File: src/rtl/sha256_stream_packer_if.sv
// Handshake bundle between the consumer FIFO, the SHA-256 source packer and the padder.
// Every channel transfers on a cycle where its valid and ready are both high; a producer holds valid and payload stable until then.
interface sha256_stream_packer_if #(
    parameter int SRC_IF_DATA_W = 64,
    parameter int SHA_IF_DATA_W = 256,
    parameter int BYTE_W        = 8,
    parameter int MSG_LEN_W     = 32
);
    localparam int SHA_IF_BYTES   = SHA_IF_DATA_W / BYTE_W;
    localparam int SHA_IF_BYTES_W = $clog2(SHA_IF_BYTES);

    logic                      cfg_val;
    logic [MSG_LEN_W-1:0]      cfg_msg_bytes;
    logic                      cfg_rdy;
    logic                      cfg_err;
    logic                      src_data_val;
    logic [SRC_IF_DATA_W-1:0]  src_data;
    logic                      src_rdy;
    logic                      dst_data_val;
    logic [SHA_IF_DATA_W-1:0]  dst_data;
    logic [SHA_IF_BYTES_W-1:0] dst_data_padbytes;
    logic                      dst_data_last;
    logic                      dst_rdy;
    logic                      busy;

    modport slave (
        input  cfg_val, cfg_msg_bytes, src_data_val, src_data, dst_rdy,
        output cfg_rdy, cfg_err, src_rdy, dst_data_val, dst_data,
               dst_data_padbytes, dst_data_last, busy
    );

    modport master (
        output cfg_val, cfg_msg_bytes, src_data_val, src_data, dst_rdy,
        input  cfg_rdy, cfg_err, src_rdy, dst_data_val, dst_data,
               dst_data_padbytes, dst_data_last, busy
    );
endinterface

File: src/rtl/sha256_stream_packer.sv
// Packs SRC_IF_DATA_W consumer words into SHA_IF_DATA_W padder beats for one
// configured message; the first word lands in the most significant chunk.
module sha256_stream_packer #(
    parameter int SRC_IF_DATA_W = 64,
    parameter int SHA_IF_DATA_W = 256,
    parameter int BYTE_W        = 8,
    parameter int MSG_LEN_W     = 32
) (
    input  logic                  clk,
    input  logic                  rst_n,
    sha256_stream_packer_if.slave bus,
    output logic [1:0]            dbg_state
);
    localparam int NUM_CHUNKS     = SHA_IF_DATA_W / SRC_IF_DATA_W;
    localparam int SRC_BYTES      = SRC_IF_DATA_W / BYTE_W;
    localparam int SHA_IF_BYTES   = SHA_IF_DATA_W / BYTE_W;
    localparam int SHA_IF_BYTES_W = $clog2(SHA_IF_BYTES);
    localparam int SLOT_W         = (NUM_CHUNKS > 1) ? $clog2(NUM_CHUNKS) : 1;
    localparam int CNT_W          = SHA_IF_BYTES_W + 1;
    localparam int TAKE_W         = $clog2(SRC_BYTES + 1);

    typedef enum logic [1:0] {
        IDLE = 2'd0,
        FILL = 2'd1,
        SEND = 2'd2
    } state_e;

    state_e                   state_q, state_d;
    logic [MSG_LEN_W-1:0]     rem_bytes_q, rem_bytes_d;
    logic [SHA_IF_DATA_W-1:0] buf_q, buf_d;
    logic [SLOT_W-1:0]        slot_q, slot_d;
    logic [CNT_W-1:0]         blk_bytes_q, blk_bytes_d;
    logic                     last_q, last_d;
    logic                     cfg_err_q, cfg_err_d;

    logic [TAKE_W-1:0]        take;
    logic [SRC_IF_DATA_W-1:0] masked_word;
    logic [MSG_LEN_W-1:0]     rem_after;
    logic [CNT_W-1:0]         pad_full;
    logic                     cfg_zero;

    assign cfg_zero = (bus.cfg_msg_bytes == '0);

    // Only the leading message bytes of the final word are valid; its tail is zeroed.
    always_comb begin
        take        = TAKE_W'(SRC_BYTES);
        masked_word = '0;
        if (rem_bytes_q < MSG_LEN_W'(SRC_BYTES)) begin
            take = TAKE_W'(rem_bytes_q);
        end
        for (int b = 0; b < SRC_BYTES; b++) begin
            if (b >= SRC_BYTES - int'(take)) begin
                masked_word[b*BYTE_W +: BYTE_W] = bus.src_data[b*BYTE_W +: BYTE_W];
            end
        end
        rem_after = rem_bytes_q - MSG_LEN_W'(take);
    end

    always_ff @(posedge clk or negedge rst_n) begin
        if (!rst_n) begin
            state_q     <= IDLE;
            rem_bytes_q <= '0;
            buf_q       <= '0;
            slot_q      <= '0;
            blk_bytes_q <= '0;
            last_q      <= 1'b0;
            cfg_err_q   <= 1'b0;
        end else begin
            state_q     <= state_d;
            rem_bytes_q <= rem_bytes_d;
            buf_q       <= buf_d;
            slot_q      <= slot_d;
            blk_bytes_q <= blk_bytes_d;
            last_q      <= last_d;
            cfg_err_q   <= cfg_err_d;
        end
    end

    always_comb begin
        state_d = state_q;
        case (state_q)
            IDLE: begin
                if (bus.cfg_val && !cfg_zero) begin
                    state_d = FILL;
                end
            end
            FILL: begin
                if (bus.src_data_val && ((slot_q == '0) || (rem_after == '0))) begin
                    state_d = SEND;
                end
            end
            SEND: begin
                if (bus.dst_rdy) begin
                    state_d = last_q ? IDLE : FILL;
                end
            end
            default: state_d = IDLE;
        endcase
    end

    always_comb begin
        rem_bytes_d = rem_bytes_q;
        buf_d       = buf_q;
        slot_d      = slot_q;
        blk_bytes_d = blk_bytes_q;
        last_d      = last_q;
        cfg_err_d   = 1'b0;
        case (state_q)
            IDLE: begin
                if (bus.cfg_val) begin
                    if (cfg_zero) begin
                        cfg_err_d = 1'b1;
                    end else begin
                        rem_bytes_d = bus.cfg_msg_bytes;
                        buf_d       = '0;
                        slot_d      = SLOT_W'(NUM_CHUNKS - 1);
                        blk_bytes_d = '0;
                        last_d      = 1'b0;
                    end
                end
            end
            FILL: begin
                if (bus.src_data_val) begin
                    buf_d[int'(slot_q)*SRC_IF_DATA_W +: SRC_IF_DATA_W] = masked_word;
                    rem_bytes_d = rem_after;
                    blk_bytes_d = blk_bytes_q + CNT_W'(take);
                    slot_d      = slot_q - 1'b1;
                    last_d      = (rem_after == '0);
                end
            end
            SEND: begin
                // A non-final beat restarts from an empty buffer so unused chunks stay zero.
                if (bus.dst_rdy && !last_q) begin
                    buf_d       = '0;
                    blk_bytes_d = '0;
                    slot_d      = SLOT_W'(NUM_CHUNKS - 1);
                end
            end
            default: ;
        endcase
    end

    assign pad_full = CNT_W'(SHA_IF_BYTES) - blk_bytes_q;

    always_comb begin
        bus.cfg_rdy           = (state_q == IDLE);
        bus.src_rdy           = (state_q == FILL);
        bus.dst_data_val      = (state_q == SEND);
        bus.busy              = (state_q != IDLE);
        bus.cfg_err           = cfg_err_q;
        bus.dst_data          = buf_q;
        bus.dst_data_padbytes = pad_full[SHA_IF_BYTES_W-1:0];
        bus.dst_data_last     = last_q;
        dbg_state             = state_q;
    end
endmodule
File: src/flat_wrapper.sv
// flat-port wrapper written by rule: the top's interface ports become plain ports
module sha256_stream_packer_flat 
#(
    parameter int SRC_IF_DATA_W = 64,
    parameter int SHA_IF_DATA_W = 256,
    parameter int BYTE_W        = 8,
    parameter int MSG_LEN_W     = 32
)
  (clk, rst_n, dbg_state, bus_cfg_val, bus_cfg_msg_bytes, bus_src_data_val, bus_src_data, bus_dst_rdy, bus_cfg_rdy, bus_cfg_err, bus_src_rdy, bus_dst_data_val, bus_dst_data, bus_dst_data_padbytes, bus_dst_data_last, bus_busy);
  sha256_stream_packer_if #(.SRC_IF_DATA_W(SRC_IF_DATA_W), .SHA_IF_DATA_W(SHA_IF_DATA_W), .BYTE_W(BYTE_W), .MSG_LEN_W(MSG_LEN_W)) bus_i ();
  input  logic clk;
  input  logic rst_n;
  output logic [1:0] dbg_state;
  input wire logic [$bits(bus_i.cfg_val)-1:0] bus_cfg_val;
  input wire logic [$bits(bus_i.cfg_msg_bytes)-1:0] bus_cfg_msg_bytes;
  input wire logic [$bits(bus_i.src_data_val)-1:0] bus_src_data_val;
  input wire logic [$bits(bus_i.src_data)-1:0] bus_src_data;
  input wire logic [$bits(bus_i.dst_rdy)-1:0] bus_dst_rdy;
  output wire logic [$bits(bus_i.cfg_rdy)-1:0] bus_cfg_rdy;
  output wire logic [$bits(bus_i.cfg_err)-1:0] bus_cfg_err;
  output wire logic [$bits(bus_i.src_rdy)-1:0] bus_src_rdy;
  output wire logic [$bits(bus_i.dst_data_val)-1:0] bus_dst_data_val;
  output wire logic [$bits(bus_i.dst_data)-1:0] bus_dst_data;
  output wire logic [$bits(bus_i.dst_data_padbytes)-1:0] bus_dst_data_padbytes;
  output wire logic [$bits(bus_i.dst_data_last)-1:0] bus_dst_data_last;
  output wire logic [$bits(bus_i.busy)-1:0] bus_busy;
  assign bus_i.cfg_val = bus_cfg_val;
  assign bus_i.cfg_msg_bytes = bus_cfg_msg_bytes;
  assign bus_i.src_data_val = bus_src_data_val;
  assign bus_i.src_data = bus_src_data;
  assign bus_i.dst_rdy = bus_dst_rdy;
  assign bus_cfg_rdy = bus_i.cfg_rdy;
  assign bus_cfg_err = bus_i.cfg_err;
  assign bus_src_rdy = bus_i.src_rdy;
  assign bus_dst_data_val = bus_i.dst_data_val;
  assign bus_dst_data = bus_i.dst_data;
  assign bus_dst_data_padbytes = bus_i.dst_data_padbytes;
  assign bus_dst_data_last = bus_i.dst_data_last;
  assign bus_busy = bus_i.busy;
  sha256_stream_packer #(.SRC_IF_DATA_W(SRC_IF_DATA_W), .SHA_IF_DATA_W(SHA_IF_DATA_W), .BYTE_W(BYTE_W), .MSG_LEN_W(MSG_LEN_W)) u_core (.clk(clk), .rst_n(rst_n), .bus(bus_i), .dbg_state(dbg_state));
endmodule
File: config.mk
export PLATFORM = sky130hd
export DESIGN_NAME = sha256_stream_packer_flat
export DESIGN_NICKNAME = d
export VERILOG_FILES = /design/src/rtl/sha256_stream_packer_if.sv /design/src/rtl/sha256_stream_packer.sv /design/src/flat_wrapper.sv
export SDC_FILE = /design/constraint.sdc
export NUM_CORES = 1
export LEC_CHECK = 0
export BUFFER_PORTS_ARGS = -buffer_cell sky130_fd_sc_hd__buf_4
export CORE_MARGIN = 2
export CORE_UTILIZATION = 35
export DETAILED_ROUTE_END_ITERATION = 8
export HOLD_SLACK_MARGIN = 0.15
export PLACE_DENSITY = 0.62
export SLEW_MARGIN = 20
export SYNTH_ARGS = -nofsm -noshare
export SYNTH_HDL_FRONTEND = slang
export SYNTH_SLANG_ARGS = --single-unit
File: constraint.sdc
create_clock -name clk -period 7.5 [get_ports clk]
set_input_delay 0 -clock clk [delete_from_list [all_inputs] [get_ports clk]]
set_output_delay 0 -clock clk [all_outputs]
set_load 0.01 [all_outputs]
Word level (Yosys, flattened, before mapping)
Index checks and enable logic that the tools add are counted.

Register bits: 300. Output and inout bits: 269. Word-level logic and storage cells: 90.

Add/sub/neg operators: 6. Magnitude comparators: 9. Eq/ne operators: 9. Shifts and indexed selects: 2. Muxes and demuxes: 41. Reduce and logical (&&, ||, !) cells: 16.

Operator list (number): two-way mux 256 bit (4); one-hot mux 256 bit (3 select lines) (1); bitwise mux 256 bit (1); variable shift 64 x 33 -> 256 bit, first input constant (1); indexed part select 64 x 33 -> 256 bit (1); greater-or-equal comparator 4 x 32 -> 1 bit, first input constant (4); two-way mux 32 bit (3); greater-or-equal comparator 3 x 32 -> 1 bit, first input constant (2); zero test 32 bit (2); two-way mux 8 bit (8); one-hot mux 32 bit (2 select lines) (1); negator 8 -> 33 bit (1); greater-or-equal comparator 1 x 32 -> 1 bit, first input constant (1); greater-or-equal comparator 2 x 32 -> 1 bit, first input constant (1); < comparator 32 x 4 -> 1 bit, second input constant (1); subtractor 32 x 4 -> 32 bit (1); two-way mux 6 bit (4); one-hot mux 6 bit (3 select lines) (1); two-way mux 2 bit (7); one-hot mux 2 bit (3 select lines) (2); inequality test 2 bit, second input constant (4); two-way mux 1 bit (7); adder 6 x 4 -> 6 bit (1); inequality test 2 x 1 -> 1 bit, second input constant (3); other kinds (16) (21).

Depth between registers and ports, before layout
Gate-level depths: netlist of the first run.

Depth in word-level cells: 9. Mapped depth: 18. Gate-level depth less buffers: 14.

Worst setup path before layout of the first run
OpenSTA, ideal clock, no wires.

Path kind: flip-flop to flip-flop. From: reg u_core.rem_bytes_q[17]. To: reg u_core.state_q[0], in the netlist u_core.dbg_state[0]. Arrival time: 4147 ps. Path slack: 3228 ps. Stages on the path, launching flop included: 16. Buffers on the path: 2. Clock period less this slack: 4272 ps. Path through: dfrtp_1 or4_4 or4b_1 buf_4 nor4_4 inv_1 clkbuf_1 nand2_1 ha_1 nor4b_1 nand4b_1 a2111oi_0 nand3_1 nand4b_1 or4_1 a221o_1.

Longest elaborated chain between the ends: 8.

RTL lines: start: declaration (line sha256_stream_packer.sv:29) `logic [MSG_LEN_W-1:0] rem_bytes_q, rem_bytes_d;`; start signal: assignment (line sha256_stream_packer.sv:70) `rem_bytes_q <= rem_bytes_d;`; < comparator 32 x 4 -> 1 bit (line sha256_stream_packer.sv:48) `if (rem_bytes_q < MSG_LEN_W'(SRC_BYTES)) begin`; two-way mux 4 bit (line sha256_stream_packer.sv:48); subtractor 32 x 4 -> 32 bit * (line sha256_stream_packer.sv:56) `rem_after = rem_bytes_q - MSG_LEN_W'(take);`; zero test 32 bit * (line sha256_stream_packer.sv:88) `if (bus.src_data_val && ((slot_q == '0) || (rem_after == '0))) begin`; logical OR 1 bit * (line sha256_stream_packer.sv:88); logical AND 1 bit * (line sha256_stream_packer.sv:88); inequality test 2 x 1 -> 1 bit (no source line) *; AND reduction 3 bit (no source line) *; end signal: assignment (line sha256_stream_packer.sv:69) `state_q <= state_d;`; end: declaration (line sha256_stream_packer.sv:28) `state_e state_q, state_d;`.

Every way passes the cells marked *; elsewhere a longest branch is shown, timed or not. A chain may end at the register's enable or synchronous reset.

Worst setup path after layout of the first run
Same ends and word-level chain as after synthesis.

==> results of run 1 <==
report_power, final:
part           switching, mW  internal (mW)  leakage, nW
clock                  0.675           1.06        0.574
combinational           1.62           1.30         3.99
sequential             0.493           2.24         4.06
total                   2.78           4.60         8.62
flip-flops by register name, indices dropped and copies added, names as in the netlist:
register and cells:
u_core.blk_bytes_q 5, u_core.bus.cfg_err 1, u_core.bus.dst_data 256, u_core.bus.dst_data_last 1, u_core.dbg_state 2, u_core.rem_bytes_q 32
u_core.slot_q 2
path summary, 6_finish.rpt:
check	startpoint	end	slack (ns)	cells after the start
min in group clk	bus_src_data[27]	u_core.bus.dst_data[91]	0.28	3
worst min-delay path	rst_n	u_core.bus.dst_data[188]	0.11	2
worst max-delay path	u_core.rem_bytes_q[17]	u_core.dbg_state[0]	1.93	13
max in group asynchronous	rst_n	u_core.bus.dst_data[136]	5.90	4
worst min register to register	u_core.bus.dst_data[68]	u_core.bus.dst_data[68]	0.48	2
worst max register to register	u_core.rem_bytes_q[17]	u_core.dbg_state[0]	1.93	13
worst max-delay path, delay by kind of cell, from the launching register on:
family	cells	cell delay [ns]
AO/OA/AOI/OAI	2	0.73
flip-flops	1	0.44
AND/OR/NAND/NOR	9	3.56
buffers and inverters	1	0.54
adder cells (fa/ha/maj)	1	0.18
final cells by class:
class	instances	area, um2
Sequential cell	299	7480
Clock inverter	10	143
Inverter	16	60.1
Tap cell	468	586
Multi-Input combinational cell	796	4900
Timing Repair Buffer	487	3950
Clock buffer	52	1030
Fill cell	3287	18200
kinds of logic (layout without fill, tap and decap cells):
logic type / Yosys count / after routing / share of synthesized area, %
AO/OA/AOI/OAI: 405 / 405 / 22.9
AND/OR/NAND/NOR: 364 / 364 / 12.8
flip-flops: 299 / 299 / 58.4
buffers and inverters: 112 / 565 / 3.70
adder cells (fa/ha/maj): 14 / 14 / 1.43
XOR/XNOR: 11 / 11 / 0.752
other: 1 / 1 / 0.0293
multiplexers: 1 / 1 / 0.0781
placed cells by master, fill, tap and decap left out, types with 4 or more instances in the layout:
cell and count:
nor2_1 51, nor4_1 20, buf_4 383, o211ai_1 5, clkbuf_16 36, dlygate4sd3_1 101
clkinv_2 4, o31ai_1 5, nand2b_1 10, nor3_1 20, a22o_1 26, nand2_1 211
clkbuf_1 9, or3_1 9, xor2_1 6, ha_1 13, a21oi_1 42, o21ai_0 159
a32o_1 120, clkbuf_8 7, inv_1 15, nand3_1 7, nand4_1 4, a22oi_1 7
dfrtp_1 299, xnor2_1 5, o22ai_1 9
routing by layer:
metal | track usage (%) | wire [um] | up-vias
li1 | - | - | 5309
met1 | 30.5 | 19400 | 5857
met2 | 39.7 | 22400 | 447
met3 | 3.78 | 2610 | 72
met4 | 7.89 | 1390 | 0
met5 | 0 | 0 | -
per-stage QoR:
step	power, mW	setup WS, ns	cell area, um2
after floorplan	4.08	3.23	12800
after global placement	5.57	2.09	15900
after detailed placement	5.62	1.99	15900
after CTS	7.42	1.98	18100
after global routing	7.79	1.47	18200
final	7.38	1.93	18200
==> results.ini, run 1 <==
[place]
dpl.hpwl_um=30400
globalplace.congestion=0.899
port-buffer-count=369
dpl.cell_count=1964

[final_layout]
insertedDiodeCount=0
area_growth_pct=41.6
nets=1750
stdcell_count=2128
post-route-util_pct=49.9
drive_gt1_share_pct=27.7

[clock_network]
cts_tree=done
htree_levels=2
clock_path_buffers=3
cts_buffers=35
insertion_delay_ns=0.52
clkTransAtPathRegs_ns=0.06
cts_setup_buffers=0
cts_resized=0
cts_root_buffer=clkbuf_16
clkSinkCount=299
postCtsHoldBufs=101

[min_path]
hold_class=in -> async

[routing]
wl_um=45800
ant_nets=0
drtIter0Drc=806
wl_per_cell_um=21.5
drc=0
drt_pass1_iterations=5
vias=11700
vias_per_cell=5.49

[power_and_ir_drop]
leakagePower_nw=8.62
p_per_area_mw_per_mm2=407
ir_drop_mv=0.244

[setup_path]
endpoint_kind=flop
critical_path_class=reg -> reg
start_kind=flop
crit_required_ns=7.89
crit_chain=or4_4 > or4b_1 > nor4_4 > inv_1 > nand2_1 > ha_1 > nor4b_1 > nand4b_1 > a2111oi_0 > nand3_1 > nand4b_1 > or4_1 > a221o_1
cp.arrival_ns=5.96
crit_path_top_delay_cell=or4b_1
crit_path_max_incr_delay_ns=0.68
crit_fanout=16
crit_path_frequent_cell=nand4b_1

[yosys]
synth_area_mm2=0.0128
synthFlopType=dfrtp_1
syn_nets=1322
synth-edff-count=0
synth_seq_area_share_pct=58.4
async_reset_ff_share_pct=100
synth.distinct_cells=67
synth.most_common_cell=dfrtp_1
yosysTopAreaCell=dfrtp_1
syn_inst=1207
synth_warnings=0
avgSynthCellArea_um2=10.6
yosys-top-cells-area=dfrtp_1 58%, a32o_1 9.4%, o21ai_0 6.2%
yosys-top-cells-count=299 x dfrtp_1, 211 x nand2_1, 159 x o21ai_0
synth-seq-cells=299
synth_top_area_share_pct=58.4

[grt]
globalRouteTotalUtil_pct=23.4
grt_pass1_vias=11600
gr-total-overflow=0
grt_start_max_net_pins=183
antenna_found_initial=0
grt_pass1_wl_um=69700

[floorplanning]
start_util_pct=35.3
die_area_mm2=0.0382
die_w_um=195
std_cell_rows=70
io_pins=370
core_mm2=0.0363
die_h_um=195

[sta]
finalHoldViolations=0
max_freq_mhz=180
worstMarginPinSlew_ns=1.10
hold_slack_ns=0.107
fin_skew_ns=0.0129
setup_tns_ns=0
timing.final.crit_share_pct=74.2
slew_headroom_pct=26.6
setup-violations-final=0
rsz0062_at_grt=false
drv_slew=0
fin_crit_ns=5.57

[status]
status=completed

[run]
maxCapViolCount=0

No activity file was read; power rests on OpenSTA's default activity.
==> inputs of run 2 (changes only) <==
--- a/config.mk
+++ b/config.mk
@@ -5,12 +5,13 @@
 export SDC_FILE = /design/constraint.sdc
 export NUM_CORES = 1
 export LEC_CHECK = 0
+export ABC_AREA = 1
 export BUFFER_PORTS_ARGS = -buffer_cell sky130_fd_sc_hd__buf_4
 export CORE_MARGIN = 2
 export CORE_UTILIZATION = 35
 export DETAILED_ROUTE_END_ITERATION = 8
 export HOLD_SLACK_MARGIN = 0.15
-export PLACE_DENSITY = 0.62
+export PLACE_DENSITY = 0.63
 export SLEW_MARGIN = 20
 export SYNTH_ARGS = -nofsm -noshare
 export SYNTH_HDL_FRONTEND = slang
==> constraint.sdc (replaced) <==
create_clock -name clk -period 5.06 [get_ports clk]
set_input_delay 0 -clock clk [delete_from_list [all_inputs] [get_ports clk]]
set_output_delay 0 -clock clk [all_outputs]
set_load 0.01 [all_outputs]
==> run 2 against run 1 <==
Against the previous run:
- die area increased by 11%
- total power up 44%
- maximum frequency is 53% higher
- sequential power is 22% higher
- largest cell class unchanged
- sequential cell count did not move
- area after synthesis up 12%
==> results.ini, run 2 <==
[status]
status=completed

[setup_path]
start_kind=flop
cp.arrival_ns=4.08  ; -1.88 ns
critPathTopFamily=buffers and inverters
crit_path_max_incr_delay_ns=0.81  ; +0.13 ns
crit_path_top_delay_cell=ha_4
timing.rr.end=u_core.bus.dst_data[50]
critPathBufInv=3  ; +2
reg2reg_depth=7  ; -6
crit_required_ns=5.49  ; -2.40 ns
path_depth=7  ; -6
r2r-start=u_core.slot_q[0]
crit_fanout=60  ; +44
crit_chain=clkinv_1 > ha_4 > clkinv_1 > nor4_1 > nand2_2 > buf_4 > o21ai_0
critical_path_class=reg -> reg
endpoint_kind=flop
crit_path_frequent_cell=clkinv_1
ff2ff_setup_slack_ns=1.42  ; -0.52 ns

[clock_network]
cts_root_buffer=clkbuf_16
cts_tree=done
cts_setup_buffers=0  ; unchanged
insertion_delay_ns=0.53  ; about the same
clock_path_buffers=3  ; unchanged
htree_levels=2  ; unchanged
cts_resized=0  ; unchanged
clkSinkCount=299  ; unchanged
clkTransAtPathRegs_ns=0.06  ; about the same
cts_buffers=35  ; unchanged

[yosys]
synth-xor-area-share_pct=0.796  ; +0.044 points
synth_top_area_share_pct=52.3  ; -6.1 points
synth-edff-count=0  ; unchanged
synth.distinct_cells=45  ; -33%
synth_area_mm2=0.0143  ; +12%
syn_inst=1701  ; +41%
async_reset_ff_share_pct=100  ; unchanged
synth_top_family_by_area=simple AND/OR/NAND/NOR gates
yosys-top-cells-count=299 x dfrtp_1, 299 x inv_1, 222 x o21ai_0
synth-adder-area-share_pct=1.28  ; -0.15 points
syn_nets=1816  ; +37%
yosys-top-cells-area=dfrtp_1 52%, inv_1 7.8%, o21ai_0 7.8%
synthSimpleGateAreaFrac_pct=18.0  ; +5.2 points
avgSynthCellArea_um2=8.41  ; -21%
synth.area.mux_share_pct=0  ; -0.078 points
synthFlopType=dfrtp_1
yosysTopAreaCell=dfrtp_1
synth_compound_area_share_pct=16.6  ; -6.2 points
synth_seq_area_share_pct=52.3  ; -6.1 points
synth-seq-cells=299  ; unchanged
synth_warnings=0  ; unchanged

[grt]
globalRouteTotalUtil_pct=24.4  ; +1.0 points
grt_pass1_vias=13600  ; +17%
grt_pass1_wl_um=79900  ; +15%
antenna_found_initial=0  ; unchanged
grt_start_max_net_pins=125  ; -32%
gr-total-overflow=0  ; unchanged

[place]
port-buffer-count=369  ; unchanged
placed_area_mm2=0.0176  ; +10%
globalplace.congestion=0.958  ; +6.6%
dpl.hpwl_um=35600  ; +17%

[power_and_ir_drop]
leakagePower_nw=9.66  ; +12%
p_per_area_mw_per_mm2=536  ; +32%
ir_drop_mv=0.425  ; +75%

[sta]
slew_headroom_pct=28.4  ; +1.8 points
fin_skew_ns=0.0218  ; +0.00889 ns
finalHoldViolations=0  ; unchanged
setup-violations-final=0  ; unchanged
worstMarginPinSlew_ns=1.07  ; -0.0310 ns
max_freq_mhz=274  ; +53%
drv_slew=0  ; unchanged
timing.final.crit_share_pct=72.0  ; -2.2 points
rsz0062_at_grt=false
fin_crit_ns=3.64  ; -1.92 ns
setup_tns_ns=0  ; unchanged

[final_layout]
final_cell_mix=383 x buf_4, 299 x inv_1, 298 x dfrtp_1, 222 x o21ai_0, 189 x nand2_1
nets=2246  ; +28%
area_growth_pct=38.6
drive_gt1_share_pct=25.0  ; -2.7 points
largest_reg_flops=256  ; unchanged
insertedDiodeCount=0  ; unchanged
design_area_mm2=0.0198  ; +9.3%
mostFrequentLayoutCell=buf_4

[floorplanning]
die_h_um=206  ; +5.5%
die_area_mm2=0.0425  ; +11%
start_util_pct=35.3  ; about the same
core_mm2=0.0406  ; +12%
std_cell_rows=74  ; +5.7%
die_w_um=206  ; +5.5%
io_pins=370  ; unchanged

[routing]
wl_per_cell_um=19.7  ; -8.5%
wl_um=52900  ; +16%
ant_nets=0  ; unchanged
vias=13700  ; +18%
drt_pass1_iterations=5  ; unchanged
drtIter0Drc=921  ; +14%
vias_per_cell=5.11  ; -6.9%
drc=0  ; unchanged

[min_path]
hold_class=in -> async

[run]
maxCapViolCount=0  ; unchanged

-- run 2: changes by cell type after synthesis, moves of 29 or more --
cell / before / now
o22ai_1: 10 / 142
nor2_2: 0 / 29
nor2_1: 53 / 147
a32o_1: 120 / 0
inv_1: 15 / 299
a21oi_1: 42 / 8
nand3_1: 7 / 102
o21ai_0: 159 / 222
-- run 2: power by group --
part / switching (mW) / leakage [nW] / internal, mW / total, mW
logic: 3.11 / 4.96 / 1.49 / 4.60
clock network: 1.04 / 0.608 / 1.67 / 2.71
registers: 0.419 / 4.09 / 2.90 / 3.32
total: 4.57 / 9.66 / 6.07 / 10.6
-- run 2: worst max-delay path by stage --
stage                           start                  endpoint  slack (ns)
2_1_floorplan   u_core.rem_bytes_q[4]  u_core.bus.dst_data[215]        2.41
3_3_place_gp         u_core.slot_q[0]   u_core.bus.dst_data[16]        1.54
3_5_place_dp         u_core.slot_q[0]    u_core.bus.dst_data[2]        1.45
4_1_cts              u_core.slot_q[0]    u_core.bus.dst_data[2]        1.42
5_1_grt        u_core.rem_bytes_q[21]  u_core.bus.dst_data[105]        1.10
6_report             u_core.slot_q[0]   u_core.bus.dst_data[50]        1.42
-- run 2: logic make-up after synthesis --
group | Yosys count
AO/OA/AOI/OAI | 415
other | 1
AND/OR/NAND/NOR | 554
XOR/XNOR | 13
flip-flops | 299
buffers and inverters | 405
adder cells (fa/ha/maj) | 14
-- run 2: cell type report --
cell class	count	area, um2
fillers	3851	20700
flip-flops and latches	299	7480
multi-input cells	997	5310
repair buffers	490	3990
inverters	308	1160
clock buffers	48	1030
well taps	532	666
clock inverters	12	200
-- run 2: timing repair --
action | CTS | global route
endpoints found under the hold margin | 414 | 0
setup endpoints to repair | 0 | 0
hold buffers | 102 | 0
-- run 2: layer usage --
| layer | GRT usage, % | part of all wire (%) | up-vias |
|---|---|---|---|
| met5 | 0 | 0 | - |
| met4 | 10.3 | 4.6 | 0 |
| met3 | 5.87 | 8.5 | 114 |
| met2 | 38.4 | 46 | 603 |
| met1 | 32.2 | 41 | 6579 |
| li1 | - | - | 6436 |
-- run 2: stage by stage --
stage	total power, mW	instances	hold slack, ns	worst slack [ns]	utilization (%)
after floorplan	5.90	1701	-0.296	2.41	-
after global placement	7.80	2524	0.156	1.54	43.4
after detailed placement	7.86	2524	0.173	1.45	43.4
after CTS	10.7	2686	0.215	1.42	48.9
after global routing	11.3	2686	0.258	1.10	48.9
final	10.6	2686	0.167	1.42	48.9
==> inputs of run 3 (changes only) <==
--- a/config.mk
+++ b/config.mk
@@ -11,7 +11,7 @@
 export CORE_UTILIZATION = 35
 export DETAILED_ROUTE_END_ITERATION = 8
 export HOLD_SLACK_MARGIN = 0.15
-export PLACE_DENSITY = 0.63
+export PLACE_DENSITY = 0.61
 export SLEW_MARGIN = 20
 export SYNTH_ARGS = -nofsm -noshare
 export SYNTH_HDL_FRONTEND = slang
==> constraint.sdc (replaced) <==
create_clock -name clk -period 3.5 [get_ports clk]
set_input_delay 0 -clock clk [delete_from_list [all_inputs] [get_ports clk]]
set_output_delay 0 -clock clk [all_outputs]
set_load 0.01 [all_outputs]
==> run 3 against run 2 <==
Against the previous run:
- global-route usage barely moved
- sequential share of layout area fell by 0.30 points
- clock skew fell by 0.00054 ns
==> results.ini, run 3 (synthesis results as in run 2) <==
[power_and_ir_drop]
p_per_area_mw_per_mm2=765  ; +43%
leakagePower_nw=9.74  ; +0.90%
power_mw=15.3  ; +44%
ir_drop_mv=0.380  ; -11%

[setup_path]
critical_path_class=reg -> reg
critPathBufInv=4  ; +1
crit_required_ns=3.93  ; -1.56 ns
crit_chain=nor2_2 > nand2_2 > inv_2 > nand2_1 > nor2_2 > nand2_4 > nor2_2 > inv_1 > ha_1 > inv_1 > nand2_1 > nand2_4 > nor2_1 > inv_2 > nand2_1 > nor2_1 > nand2_1 > o22ai_1
crit_path_max_incr_delay_ns=0.45  ; -0.36 ns
start_kind=flop
critPathTopFamily=simple AND/OR/NAND/NOR gates
cp.arrival_ns=3.65  ; -0.43 ns
crit_path_frequent_cell=nand2_1
endpoint_kind=flop
crit_path_top_delay_cell=dfrtp_1
crit_fanout=9  ; -85%

[final_layout]
drive_gt1_share_pct=25.4  ; +0.46 points
largest_reg_flops=256  ; unchanged
stdcell_count=2705  ; +0.71%
nets=2263  ; +0.76%
post-route-util_pct=49.3  ; +0.39 points
final_cell_mix=394 x buf_4, 299 x inv_1, 298 x dfrtp_1, 222 x o21ai_0, 188 x nand2_1
mostFrequentLayoutCell=buf_4
area_growth_pct=39.8

[place]
port-buffer-count=369  ; unchanged
globalplace.congestion=0.941  ; -1.8%
dpl.cell_count=2539  ; +0.59%
dpl.hpwl_um=36000  ; +0.97%

[clock_network]
insertion_delay_ns=0.52  ; about the same
cts_setup_buffers=0  ; unchanged
cts_root_buffer=clkbuf_16
clock_path_buffers=3  ; unchanged
cts_buffers=36  ; +2.9%
clkTransAtPathRegs_ns=0.06  ; about the same
cts_tree=done
htree_levels=2  ; unchanged
clkSinkCount=299  ; unchanged

[routing]
vias=13700  ; -0.036%
vias_per_cell=5.07  ; -0.74%
ant_nets=0  ; unchanged
wl_per_cell_um=19.6  ; -0.68%
wl_um=52900  ; about the same
drt_pass1_iterations=8  ; +3
drc=0  ; unchanged
drtIter0Drc=948  ; +2.9%

[grt]
antenna_found_initial=3  ; +3
gr-total-overflow=0  ; unchanged
grt_start_max_net_pins=105  ; -16%
use_met3_pct=5.46  ; -0.41 points
globalRouteTotalUtil_pct=24.4  ; about the same
busiest_layer=met2
grt_pass1_vias=13700  ; +0.58%
gr-usage-met2_pct=38.2  ; -0.23 points
grt_pass1_wl_um=79900  ; about the same
met1_usage_pct=32.4  ; +0.17 points

[floorplanning]
io_pins=370  ; unchanged
die_w_um=206  ; unchanged
core_mm2=0.0406  ; unchanged
std_cell_rows=74  ; unchanged
start_util_pct=35.3  ; unchanged
die_area_mm2=0.0425  ; unchanged
die_h_um=206  ; unchanged

[run]
maxCapViolCount=0  ; unchanged

[sta]
worstMarginPinSlew_ns=1.08  ; +0.0124 ns
rsz0062_at_grt=false
setup-violations-final=0  ; unchanged
timing.final.crit_share_pct=92.1  ; +20 points
fin_crit_ns=3.22  ; -0.420 ns
finalHoldViolations=0  ; unchanged
drv_slew=0  ; unchanged
slew_headroom_pct=27.7  ; -0.73 points
hold_slack_ns=0.123  ; -0.0443 ns
fin_skew_ns=0.0212  ; -0.000538 ns
setup_tns_ns=0  ; unchanged
max_freq_mhz=310  ; +13%

[min_path]
hold_class=in -> async

[status]
status=completed

run 3: cell count changes in the layout (fill, tap and decap cells not counted), sizes merged, moves of 2 or more:
cell	change
buf	+15
clkbuf	+5
clkinv	-4
diode	+3
bufinv	-2
run 3: stage by stage:
stage | setup WS, ns | instance area (um2)
finish | 0.276 | 20000
detailed placement | 0.282 | 17800
CTS | 0.131 | 20000
floorplan | 0.845 | 14300
global placement | 0.295 | 17800
global route | 0.000171 | 20000
run 3: report_power, final:
part	switching (mW)	leakage, nW	internal [mW]
Clock	1.49	0.588	2.34
Combinational	4.48	5.07	2.19
Sequential	0.595	4.09	4.20
run 3: worst paths after layout:
path                                         start                  endpoint  slack [ns]  cells past startpoint
max                          u_core.rem_bytes_q[4]  u_core.bus.dst_data[245]        0.28                     18
min                                          rst_n    u_core.rem_bytes_q[12]        0.12                      2
max reg2reg                  u_core.rem_bytes_q[4]  u_core.bus.dst_data[245]        0.28                     18
min reg2reg                u_core.bus.dst_data[30]   u_core.bus.dst_data[30]        0.49                      2
max in group asynchronous                    rst_n   u_core.bus.dst_data[63]        2.31                      3
min in group clk             bus_cfg_msg_bytes[18]    u_core.rem_bytes_q[18]        0.31                      4
run 3: repair_timing:
action | in CTS | in global routing
hold buffers | 103 | 0
setup endpoints to repair | 0 | 3
hold endpoints to repair | 392 | 0
gates resized for setup | 0 | 1
run 3: per-layer routing:
layer / share of wire, % / wire, um
met1: 43 / 22500
met5: 0 / 0
met3: 7.6 / 4010
met4: 4.8 / 2560
met2: 45 / 23800
run 3: layout make-up:
class,instances,area (um2)
clock inverters,7,128
flip-flops and latches,299,7480
multi-input cells,997,5310
inverters,308,1160
fillers,3883,20600
diodes,3,7.51
clock buffers,53,1070
well taps,532,666
repair buffers,506,4160
